[src/rtl/instruction_fetch.sv]
// Instruction-fetch stage: PC, latency-1 memory requests, small fetch buffer, valid/ready to decode.
// Optional HALT stop on opcode 4'hF when IF_HALT_DETECT_EN is defined.
module instruction_fetch #(
  parameter int              PC_W       = 8,
  parameter int              FIFO_DEPTH = 2,
  parameter logic [PC_W-1:0] RESET_PC   = '0
) (
  input  logic            IF_clock,
  input  logic            IF_reset_n,
  output logic            IF_mem_req,
  output logic [PC_W-1:0] IF_mem_addr,
  input  logic [15:0]     IF_mem_rdata,
  input  logic            IF_redirect,
  input  logic [PC_W-1:0] IF_redirect_pc,
  output logic            IF_valid,
  input  logic            IF_ready,
  output logic [15:0]     IF_instruction,
  output logic [PC_W-1:0] IF_pc,
  output logic            IF_halted
);

  localparam int PW = $clog2(FIFO_DEPTH);
  localparam int CW = PW + 1;

  logic [15:0]     buf_instr [FIFO_DEPTH];
  logic [PC_W-1:0] buf_pc    [FIFO_DEPTH];
  logic [PW-1:0]   wr_ptr, rd_ptr;
  logic [CW-1:0]   count;
  logic [CW:0]     occupancy;
  logic [PC_W-1:0] fetch_pc, inflight_pc;
  logic            inflight, halted;
  logic            empty, pop, push, halt_hit;

  assign empty = (count == '0);
  assign pop   = IF_valid && IF_ready && !IF_redirect;
  // inflight is cleared by a redirect edge, so a response overtaken by a redirect never lands
  assign push  = inflight && !IF_redirect;

`ifdef IF_HALT_DETECT_EN
  assign halt_hit = push && (IF_mem_rdata[15:12] == 4'hF);
`else
  assign halt_hit = 1'b0;
`endif

  assign occupancy = {1'b0, count} + (CW+1)'(inflight) - (CW+1)'(pop);

  assign IF_mem_req     = IF_reset_n && !IF_redirect && !halted &&
                          (occupancy < (CW+1)'(FIFO_DEPTH));
  assign IF_mem_addr    = IF_reset_n ? fetch_pc : '0;
  assign IF_valid       = !empty;
  assign IF_instruction = empty ? 16'h0 : buf_instr[rd_ptr];
  assign IF_pc          = empty ? '0 : buf_pc[rd_ptr];
  assign IF_halted      = halted;

  always_ff @(posedge IF_clock or negedge IF_reset_n) begin
    if (!IF_reset_n) begin
      fetch_pc    <= RESET_PC;
      inflight_pc <= '0;
      inflight    <= 1'b0;
      wr_ptr      <= '0;
      rd_ptr      <= '0;
      count       <= '0;
      halted      <= 1'b0;
    end else if (IF_redirect) begin
      fetch_pc <= IF_redirect_pc;
      inflight <= 1'b0;
      wr_ptr   <= '0;
      rd_ptr   <= '0;
      count    <= '0;
      halted   <= 1'b0;
    end else begin
      if (IF_mem_req) begin
        fetch_pc    <= fetch_pc + PC_W'(1);
        inflight_pc <= fetch_pc;
      end
      // a request issued alongside a HALT capture is dropped on return
      inflight <= IF_mem_req && !halt_hit;
      if (push) wr_ptr <= wr_ptr + PW'(1);
      if (pop)  rd_ptr <= rd_ptr + PW'(1);
      count <= count + CW'(push) - CW'(pop);
      if (halt_hit) halted <= 1'b1;
    end
  end

  always_ff @(posedge IF_clock) begin
    if (push) begin
      buf_instr[wr_ptr] <= IF_mem_rdata;
      buf_pc[wr_ptr]    <= inflight_pc;
    end
  end

endmodule
[config.mk]
export PLATFORM = sky130hd
export DESIGN_NAME = instruction_fetch
export DESIGN_NICKNAME = d
export VERILOG_FILES = /design/src/rtl/instruction_fetch.sv
export SDC_FILE = /design/constraint.sdc
export NUM_CORES = 1
export LEC_CHECK = 0
export CAP_MARGIN = 20
export CORE_MARGIN = 10
export CORE_UTILIZATION = 52
export CTS_BUF_LIST = sky130_fd_sc_hd__clkbuf_8
export DETAILED_ROUTE_END_ITERATION = 12
export PLACE_DENSITY_LB_ADDON = 0.3
export SYNTH_ARGS = -nofsm -noshare
export SYNTH_HDL_FRONTEND = slang
export SYNTH_SLANG_ARGS = --single-unit
export TNS_END_PERCENT = 50
[constraint.sdc]
create_clock -name IF_clock -period 4.31 [get_ports IF_clock]
set_input_delay 0.6465 -clock IF_clock [delete_from_list [all_inputs] [get_ports IF_clock]]
set_output_delay 0.6465 -clock IF_clock [all_outputs]
set_load 0.005 [all_outputs]
---- Word-level counts from Yosys, hierarchy flattened ----
Memories as Yosys holds them, arrays and structs flattened.
Index checks and enable logic that the tools add are counted.
word-level totals
  word-level logic and storage cells ...... 42
  register bits after elaboration ......... 21
  bits in writable memories ............... 48
  memory bits (read-only) ................. 0
  bits in latches ......................... 0
  memories kept ........................... 2
memories
  name       depth  width  rd ports  clocked after memory_dff  wr ports  line  source
  buf_instr  2      16     1         0                         1         25    logic [15:0] buf_instr [FIFO_DEPTH];
  buf_pc     2      8      1         0                         1         26    logic [PC_W-1:0] buf_pc [FIFO_DEPTH];
cells by class
  $lt $le $gt $ge ......................... 1
  $mul .................................... 0
  mux-type cells .......................... 13
  $add $sub $neg .......................... 7
  div/mod/pow operators ................... 0
  shift-type cells ........................ 0
  reduce and logical (&&, ||, !) cells .... 12
  bitwise gates (word level) .............. 1
  equality and inequality tests ........... 0
operators by type and width
  operator                                                                       count
  8-bit 2-to-1 mux                                                               4
  16-bit 2-to-1 mux                                                              1
  8-bit by 1-bit adder with 8-bit output (second input constant)                 1
  1-bit 2-to-1 mux                                                               7
  2-bit nonzero test                                                             3
  1-bit logical AND                                                              5
  2-bit by 1-bit adder with 3-bit output                                         1
  3-bit by 2-bit less-than comparator with 1-bit output (second input constant)  1
  3-bit by 1-bit subtractor with 3-bit output                                    1
  1-bit adder (second input constant)                                            2
  2-bit by 1-bit adder with 2-bit output                                         1
  1-bit logical NOT                                                              2
  2-bit logical NOT                                                              1
  2-bit 2-to-1 mux                                                               1
  2-bit AND reduction                                                            1
  2-bit by 1-bit subtractor with 2-bit output                                    1
  1-bit inverter                                                                 1

---- Logic depth before layout (Yosys ltp) ----
Gate-level depths: netlist of the first run.
  depth after elaboration ................. 9
  mapped depth ............................ 13
  gate-level depth less buffers ........... 10

---- Least setup slack after synthesis of the first run ----
Ideal clock, no wire load.
  path type ............................... in2out
  start point ............................. input port IF_redirect
  end point ............................... output port IF_mem_req
  data arrival time ....................... 2.980 ns
  path slack .............................. 0.683 ns
  stages .................................. 11
  cell sequence ........................... clkbuf_1 > clkbuf_1 > nor2_1 > ha_1 > nand2b_1 > fa_1 > xor2_2 > or3_1 > buf_6 > inv_1 > buf_6
on the way
  longest elaborated chain between the ends .. 5
  elaborated cells on any way between the ends .. 6
  those cells by class .................... 1 x add/sub; 1 x order compare; 4 x reduce/logical
RTL lines
  what                                                   line    source
  start: declaration                                     13      input logic IF_redirect,
  1-bit logical NOT (*)                                  35, 47
  1-bit logical AND                                      35      assign pop = IF_valid && IF_ready && !IF_redirect;
  3-bit by 1-bit subtractor with 3-bit output            45      assign occupancy = {1'b0, count} + (CW+1)'(inflight) - (CW+1)'(pop);
  3-bit by 2-bit less-than comparator with 1-bit output  48      (occupancy < (CW+1)'(FIFO_DEPTH));
  1-bit logical AND (*)                                  47      assign IF_mem_req = IF_reset_n && !IF_redirect && !halted &&
  end: declaration                                       10      output logic IF_mem_req,
Every way passes the cells marked *; elsewhere a longest branch is shown, timed or not.

---- Worst setup path after layout of the first run ----
  start point ............................. input port IF_ready
  end point ............................... output port IF_mem_req
on the way
  longest elaborated chain between the ends .. 5
RTL lines
  what                                                   line  source
  start: declaration                                     16    input logic IF_ready,
  1-bit logical AND (2 in a row)                         35
  3-bit by 1-bit subtractor with 3-bit output            45
  3-bit by 2-bit less-than comparator with 1-bit output  48
  1-bit logical AND                                      47
No other way between the ends.

==> results of run 1 <==
-- placed cells by master, fill, tap and decap left out, drive strengths merged, types with 2 or more instances in the layout --
cell	netlist	routed
nand2	35	35
clkdlybuf4s50	0	61
and2	8	8
o311ai	10	10
xor2	3	3
mux2i	24	24
o21ai	2	2
buf	6	7
clkbuf	5	9
xnor2	3	3
clkinv	0	4
dfrtp	21	21
ha	4	4
inv	7	8
edfxtp	48	48
nand3	3	3
nor2	32	32
-- cell type report --
class,instances,area [µm²],share of cell area
Clock buffer,9,124,0.0325
Multi-Input combinational cell,136,868,0.228
Timing Repair Buffer,68,683,0.179
Tap cell,72,90.1,0.0236
Sequential cell,69,1970,0.515
Clock inverter,7,57.6,0.0151
Inverter,7,26.3,0.00689
-- state kept, by name, summed over array words and instances (netlist names) --
name	cells
buf_pc	16
inflight	1
fetch_pc	8
count	2
inflight_pc	8
buf_instr	32
wr_ptr	1
rd_ptr	1
-- kinds of logic after synthesis --
family	Yosys count	synth area share
flops	69	0.674
other cells	1	0.00128
xor+xnor	6	0.0206
buf+inv	18	0.0308
compound gates	15	0.0411
simple gates	85	0.126
fa+ha+maj	5	0.0240
mux	24	0.0823
-- metrics by stage --
step                      instances  power, mW  cell area [µm²]  worst slack (ns)
final                           368       1.72             3820             0.217
after global routing            368       1.81             3820            0.0886
after CTS                       367       1.74             3790             0.207
after detailed placement        351       1.26             3610             0.207
after global placement          351       1.25             3610             0.302
after floorplan                 223       1.07             2920             0.683
-- routing by layer --
layer / up-vias / part of all wire / GRT usage
met3: 6 / 0.059 / 0.0365
met2: 57 / 0.53 / 0.224
li1: 920 / - / -
met4: 0 / 0.0071 / 0.0636
met5: - / 0 / 0
met1: 884 / 0.41 / 0.140
-- worst register-to-register path, stage by stage, from the launching register on --
cell      delay (ns)
dfrtp_1         0.48
o21ai_0         0.33
nor2_1          0.11
ha_1            0.27
nand2b_1        0.16
fa_1            0.42
xor2_2          0.23
or3_1           0.39
buf_4           0.21
nor4_2          0.27
a221o_1         0.15
-- cells in the mapped netlist, types with 2 or more instances --
library cell	number	share of area
buf_6	2	0.0077
xnor2_1	3	0.0090
o311ai_1	4	0.012
inv_1	7	0.0090
mux2i_1	24	0.082
clkbuf_1	5	0.0064
nand2_1	35	0.045
dfrtp_1	21	0.18
nand3_1	3	0.0051
xor2_1	2	0.0060
and2_1	8	0.017
edfxtp_1	48	0.49
nor2_1	32	0.041
buf_2	3	0.0051
o311ai_0	6	0.018
ha_1	4	0.017
-- where the power goes --
group | internal (mW) | switching (mW) | total [mW]
Combinational | 0.198 | 0.179 | 0.377
Sequential | 0.809 | 0.0572 | 0.866
Clock | 0.258 | 0.219 | 0.477
-- how the worst max path moves through the flow --
stage                     start  slack (ns)         end
floorplan           IF_redirect        0.68  IF_mem_req
global placement       IF_ready        0.30  IF_mem_req
detailed placement     IF_ready        0.21  IF_mem_req
CTS                    IF_ready        0.21  IF_mem_req
global route           IF_ready        0.09  IF_mem_req
finish                 IF_ready        0.22  IF_mem_req
==> flow_summary.yaml, run 1 <==
clock_tree:
  holdBufCountCts: 0
  ctsResizeCount: 0
  cts_buffer_depth: 2
  cts_setup_buffers: 0
  cts_htree_levels: 3
  cts_sinks: 69
  numCtsBuffers: 9
  clk_latency_ns: 0.32
  clk_pin_slew_ns: 0.07
  cts_tree: "done"
  cts_root_buf: "clkbuf_8"
placement:
  place_congestion: 0.854
  portBuffers: 61
  dp_hpwl_mm: 3.96
critical_path:
  crit_cells: 10
  reg2reg_to: "fetch_pc[6]"
  worstPathArrival_ns: 3.45
  startpoint_type: "input pin"
  path_cells: "clkdlybuf4s50_1 > o21ai_0 > nor2_1 > ha_1 > nand2b_1 > fa_1 > xor2_2 > or3_1 > inv_1 > clkdlybuf4s50_1"
  r2r_cells: 10
  required_ns: 3.66
  timing.critical_path.mode_cell: "clkdlybuf4s50_1"
  crit_type: "in2out"
  cpPeakStageDelay_ns: 0.51
  critPathCaptureType: "output pin"
  cp_top_family: "buffers and inverters"
  crit_path_top_delay_cell: "clkdlybuf4s50_1"
  rrSetupSlack_ns: 1.22
  r2r-start: "count[1]"
  crit_fanout: 7
  crit_buf_inv: 3
sta:
  tightest_slew_ns: 1.06
  finalSetupViolCount: 0
  tns_ns: 0
  fin_crit_ns: 4.09
  rsz0062_at_grt: "no"
  skew_ns: 0.00655
  hold_viol: 0
  fin_crit_sh: 0.950
  drv_slew: 0
  hold_slack_ns: 0.472
  max_freq_mhz: 244
  max_slew_margin: 0.293
floorplanning:
  coreArea_um2: 5470
  io_pins: 63
  die_area_um2: 9010
  start_util: 0.534
  std_cell_rows: 27
  die_w_um: 94.9
  die_h_um: 94.9
power_and_ir_drop:
  p_leak_nw: 1.43
  vdd_ir_drop_max_mv: 0.247
  powerDensity_nw_per_um2: 451
worst_hold_path:
  hp-start: "inflight_pc[0]"
  worstHoldPathCells: 0
  holdPathEnd: "buf_pc[0][0]"
  min_path_type: "reg2reg"
logic_synthesis:
  synth-main-ff-cell: "edfxtp_1"
  syn_area_per_cell_um2: 13.1
  ys_types: 32
  synth_edf_count: 48
  ys_warn_count: 0
  ys_ff_latch: 69
  ys_seq_area_frac: 0.674
  async_flop_share: 0.304
  synthCells: 223
  synthesis.nets: 256
  netlist_area_um2: 2920
final_layout:
  antenna_cells: 0
  drive_gt1_frac: 0.0777
  finalNetCount: 324
  final_util: 0.697
  area_growth_pct: 30.7
  nFillCells: 402
flow_run:
  drv_cap: 0
run_status:
  status: "complete, no violations"
routing:
  drt-wirelength-per-cell_um: 15.7
  ant_nets: 0
  drcViolationCount: 0
  vias: 1867
  viasPerCell: 5.07
  drt_iter0_drc: 85
  drt_wl_total_mm: 5.77
  dr.pass1.iters: 4
global_routing:
  grt_overflow: 0
  grt_usage: 0.129
  grt_max_degree: 30
  antenna_found_initial: 0
  grt_pass1_wl_mm: 8.96
  first_global_vias: 1902
Note: power is estimated with default switching activity, not from simulation.
==> inputs of run 2 (changes only) <==
--- a/config.mk
+++ b/config.mk
@@ -7,8 +7,8 @@
 export LEC_CHECK = 0
 export CAP_MARGIN = 20
 export CORE_MARGIN = 10
-export CORE_UTILIZATION = 52
-export CTS_BUF_LIST = sky130_fd_sc_hd__clkbuf_8
+export CORE_UTILIZATION = 50
+export CTS_BUF_LIST = sky130_fd_sc_hd__clkbuf_16
 export DETAILED_ROUTE_END_ITERATION = 12
 export PLACE_DENSITY_LB_ADDON = 0.3
 export SYNTH_ARGS = -nofsm -noshare
==> run 2 against run 1 <==
Final cell count up 0.27%. Critical path depth unchanged. Non-clock buffer count up 1. Total power increased by 8.8%. Clock-buffer cell count stayed put. Global-route usage up 0.78 points. Wire length is 5.1% higher. Sequential share of layout area down 1.2 points.
==> flow_summary.yaml, run 2 (synthesized netlist as in run 1, its figures left out) <==
global_routing:
  antenna_found_initial: 0
  grt_max_degree: 30
  first_global_vias: 1932
  grt_pass1_wl_mm: 9.65
  grt_usage: 0.136
  grt_overflow: 0
worst_hold_path:
  min_path_type: "reg2reg"
  worstHoldPathCells: 0
sta:
  drv_slew: 0
  fin_crit_sh: 0.953
  rsz0062_at_grt: "no"
  tns_ns: 0
  max_freq_mhz: 244
  fin_crit_ns: 4.11
  hold_viol: 0
  finalSetupViolCount: 0
  skew_ns: 0.00496
clock_tree:
  cts_htree_levels: 3
  cts_sinks: 69
  cts_buffer_depth: 2
  numCtsBuffers: 9
  cts_root_buf: "clkbuf_16"
  ctsResizeCount: 0
  clk_latency_ns: 0.32
  clk_pin_slew_ns: 0.05
  cts_tree: "done"
  holdBufCountCts: 0
  cts_setup_buffers: 0
critical_path:
  r2r_cells: 10
  required_ns: 3.66
  cpPeakStageDelay_ns: 0.51
  timing.critical_path.mode_cell: "clkdlybuf4s50_1"
  rrSetupSlack_ns: 1.28
  crit_buf_inv: 3
  crit_path_top_delay_cell: "clkdlybuf4s50_1"
  startpoint_type: "input pin"
  crit_fanout: 7
  path_cells: "clkdlybuf4s50_1 > o21ai_0 > nor2_1 > ha_1 > nand2b_1 > fa_1 > xor2_2 > or3_1 > inv_1 > clkdlybuf4s50_1"
  cp_top_family: "buffers and inverters"
  worstPathArrival_ns: 3.46
  critPathCaptureType: "output pin"
  crit_cells: 10
  crit_type: "in2out"
final_layout:
  top_register: "buf_instr"
  multi_input_area_um2: 868
  drive_gt1_frac: 0.0808
  area_growth_pct: 33.7
  layoutNonFillerInstCount: 369
  antenna_cells: 0
  seqCellArea_um2: 1970
  final_util: 0.700
  nFillCells: 393
  final_cell_mix: "clkdlybuf4s50_1, edfxtp_1, nand2_1"
  reg.largest.list: "buf_instr x32, buf_pc x16"
  final_common_cell: "clkdlybuf4s50_1"
  design_area_um2: 3900
  finalNetCount: 325
  largest_reg_flops: 32
floorplanning:
  coreArea_um2: 5570
  die_area_um2: 9300
  die_h_um: 96.4
  die_w_um: 96.4
  start_util: 0.524
  io_pins: 63
  std_cell_rows: 27
routing:
  drcViolationCount: 0
  dr.pass1.iters: 4
  ant_nets: 0
  vias: 1893
  drt_iter0_drc: 65
  drt_wl_total_mm: 6.06
  viasPerCell: 5.13
  drt-wirelength-per-cell_um: 16.4
run_status:
  status: "complete, no violations"
flow_run:
  drv_cap: 0
power_and_ir_drop:
  vdd_ir_drop_max_mv: 0.290
  powerDensity_nw_per_um2: 480
  p_leak_nw: 1.49
placement:
  dp_hpwl_mm: 3.99
  place_congestion: 0.870
  dpl_cell_area_um2: 3610
  placed_cells: 351
  portBuffers: 61
## run 2: path summary, 6_finish.rpt
| check | from | endpoint |
|---|---|---|
| worst max register to register | count[1] | fetch_pc[6] |
| min in group asynchronous | IF_reset_n | inflight_pc[0] |
| max in group asynchronous | IF_reset_n | inflight_pc[5] |
| worst min-delay path | inflight_pc[2] | buf_pc[1][2] |
| worst max-delay path | IF_ready | IF_mem_req |
| worst min register to register | inflight_pc[2] | buf_pc[1][2] |
## run 2: where the power goes
part | leakage, nW | switching (mW) | internal [mW]
clock network | 0.144 | 0.239 | 0.376
logic | 0.644 | 0.184 | 0.205
registers | 0.702 | 0.0573 | 0.811
## run 2: stage by stage
step           setup WS [ns]  power [mW]  hold WS [ns]
6_report               0.204        1.87         0.466
5_1_grt               0.0630        1.98         0.477
4_1_cts                0.183        1.88         0.471
3_5_place_dp           0.213        1.26         0.462
3_3_place_gp           0.299        1.25         0.450
2_1_floorplan          0.683        1.07         0.351
## run 2: routing by layer
layer	track usage	share of wire
met1	0.155	0.40
met4	0.0617	0.012
met5	0	0
met3	0.0378	0.061
met2	0.234	0.53
## run 2: layout make-up
class / count / area share
inverter: 7 / 0.00673
clock inverter: 7 / 0.00737
clock buffer: 9 / 0.0577
tap: 72 / 0.0231
sequential: 69 / 0.504
timing repair buffer: 69 / 0.179
multi-input combinational: 136 / 0.222
==> inputs of run 3 (changes only) <==
--- a/config.mk
+++ b/config.mk
@@ -5,7 +5,7 @@
 export SDC_FILE = /design/constraint.sdc
 export NUM_CORES = 1
 export LEC_CHECK = 0
-export CAP_MARGIN = 20
+export CAP_MARGIN = 5
 export CORE_MARGIN = 10
 export CORE_UTILIZATION = 50
 export CTS_BUF_LIST = sky130_fd_sc_hd__clkbuf_16
==> run 3 against run 2 <==
Total power fell by 0.81%. Final area fell by 1.1%. Critical path depth stayed put. Clock skew about the same. Non-clock buffer count is 2 lower. Die area stayed put. Combinational power fell by 3%. Wire length fell by 2.5%. Clock power fell by 0.8%. Maximum frequency fell by 0.13%. Flip-flop and latch count stayed put. Largest power group unchanged.
==> flow_summary.yaml, run 3 (synthesized netlist as in run 1, its figures left out) <==
routing:
  wl_met2_mm: 3.06
  drt_wl_total_mm: 5.91
  ant_nets: 0
  dr.pass1.iters: 4
  route.met3.wl_um: 418
  drt_iter0_drc: 119
  viasPerCell: 5.18
  vias: 1902
  top_layer: "met4"
  wl_met1_mm: 2.36
  drcViolationCount: 0
  drt-wirelength-per-cell_um: 16.1
sta:
  skew_ns: 0.00506
  max_freq_mhz: 243
  tns_ns: 0
  max_slew_margin: 0.238
  finalSetupViolCount: 0
  drv_slew: 0
  tightest_slew_ns: 1.14
  rsz0062_at_grt: "no"
  fin_crit_ns: 4.11
  fin_crit_sh: 0.954
  hold_slack_ns: 0.469
  hold_viol: 0
power_and_ir_drop:
  power_frac_clock: 0.329
  vdd_ir_drop_max_mv: 0.287
  p_leak_nw: 1.47
  switching_share: 0.255
  p_sw_mw: 0.474
  powerDensity_nw_per_um2: 481
  comb_power_share: 0.204
  seqPwrFrac: 0.467
  intPower_mw: 1.38
critical_path:
  rrSetupSlack_ns: 1.27
  r2r_cells: 10
  critPathLaunch: "IF_ready"
  reg2reg_to: "fetch_pc[6]"
  r2r-start: "count[1]"
  crit_fanout: 7
  crit_type: "in2out"
  startpoint_type: "input pin"
  required_ns: 3.66
  worstPathArrival_ns: 3.46
  critPathCaptureType: "output pin"
  crit_end: "IF_mem_req"
flow_run:
  drv_cap: 0
clock_tree:
  cts_sinks: 69
  holdBufCountCts: 0
  cts_root_buf: "clkbuf_16"
  numCtsBuffers: 9
  cts_setup_buffers: 0
  cts_buffer_depth: 2
  cts_htree_levels: 3
  clk_latency_ns: 0.32
  cts_tree: "done"
  ctsResizeCount: 0
  clk_pin_slew_ns: 0.05
global_routing:
  grt_overflow: 0
  first_global_vias: 1932
  antenna_found_initial: 0
  grt_usage: 0.136
  grt_pass1_wl_mm: 9.65
  grt_max_degree: 30
final_layout:
  final_cell_mix: "clkdlybuf4s50_1, edfxtp_1, nand2_1"
  final_common_cell: "clkdlybuf4s50_1"
  finalNetCount: 323
  seqCellArea_um2: 1970
  antenna_cells: 0
  drive_gt1_frac: 0.0746
  reg.largest.list: "buf_instr x32, buf_pc x16"
  nFillCells: 398
  layoutNonFillerInstCount: 367
  largest_reg_flops: 32
  top_register: "buf_instr"
  area_growth_pct: 32.2
  multi_input_area_um2: 868
placement:
  dp_hpwl_mm: 3.99
  place_congestion: 0.870
  placed_cells: 351
  portBuffers: 61
floorplanning:
  die_w_um: 96.4
  coreArea_um2: 5570
  start_util: 0.524
  io_pins: 63
  die_h_um: 96.4
  std_cell_rows: 27
  die_area_um2: 9300
worst_hold_path:
  min_path_type: "reg2reg"
  worstHoldPathCells: 0
run_status:
  status: "complete, no violations"
run 3: changes by cell type in the layout (fill, tap and decap cells not counted):
cell | previous run | this run
buf_8 | 1 | 0
buf_16 | 1 | 0
run 3: worst min path at each step:
stage | start | end | slack [ns]
6_report | inflight_pc[2] | buf_pc[1][2] | 0.47
5_1_grt | inflight_pc[6] | buf_pc[0][6] | 0.48
4_1_cts | inflight_pc[2] | buf_pc[1][2] | 0.47
3_5_place_dp | inflight_pc[2] | buf_pc[1][2] | 0.46
3_3_place_gp | inflight_pc[2] | buf_pc[0][2] | 0.45
2_1_floorplan | IF_reset_n | count[0] | 0.35
run 3: power by group through the flow:
stage          sequential (mW)  clock [mW]  combinational, mW
6_report                 0.868       0.610              0.378
3_5_place_dp             0.879           0              0.381
5_1_grt                  0.880       0.657              0.426
3_3_place_gp             0.873           0              0.372
4_1_cts                  0.868       0.625              0.387
2_1_floorplan            0.860           0              0.209
run 3: critical path: stages:
cell and delay, ns:
clkdlybuf4s50_1 0.46, o21ai_0 0.14, nor2_1 0.19, ha_1 0.25, nand2b_1 0.15, fa_1 0.41
xor2_2 0.22, or3_1 0.40, inv_1 0.09, clkdlybuf4s50_1 0.51
run 3: final cells by class:
type,count,share of cell area
Sequential cell,69,0.509
Timing Repair Buffer,67,0.170
Clock inverter,7,0.00745
Clock buffer,9,0.0583
Multi-Input combinational cell,136,0.225
Tap cell,72,0.0233
Inverter,7,0.00680
run 3: metrics by stage:
step | setup WS [ns] | area [µm²] | util | total power, mW
floorplan | 0.683 | 2920 | - | 1.07
global placement | 0.299 | 3610 | 0.647 | 1.25
detailed placement | 0.213 | 3610 | 0.647 | 1.26
CTS | 0.183 | 3860 | 0.693 | 1.88
global route | 0.0630 | 3860 | 0.693 | 1.96
finish | 0.199 | 3860 | 0.693 | 1.86
run 3: routing by layer:
layer,global-route usage,vias to the layer above
met4,0.0617,0
li1,-,922
met2,0.234,68
met3,0.0378,11
met1,0.155,901
met5,0,-
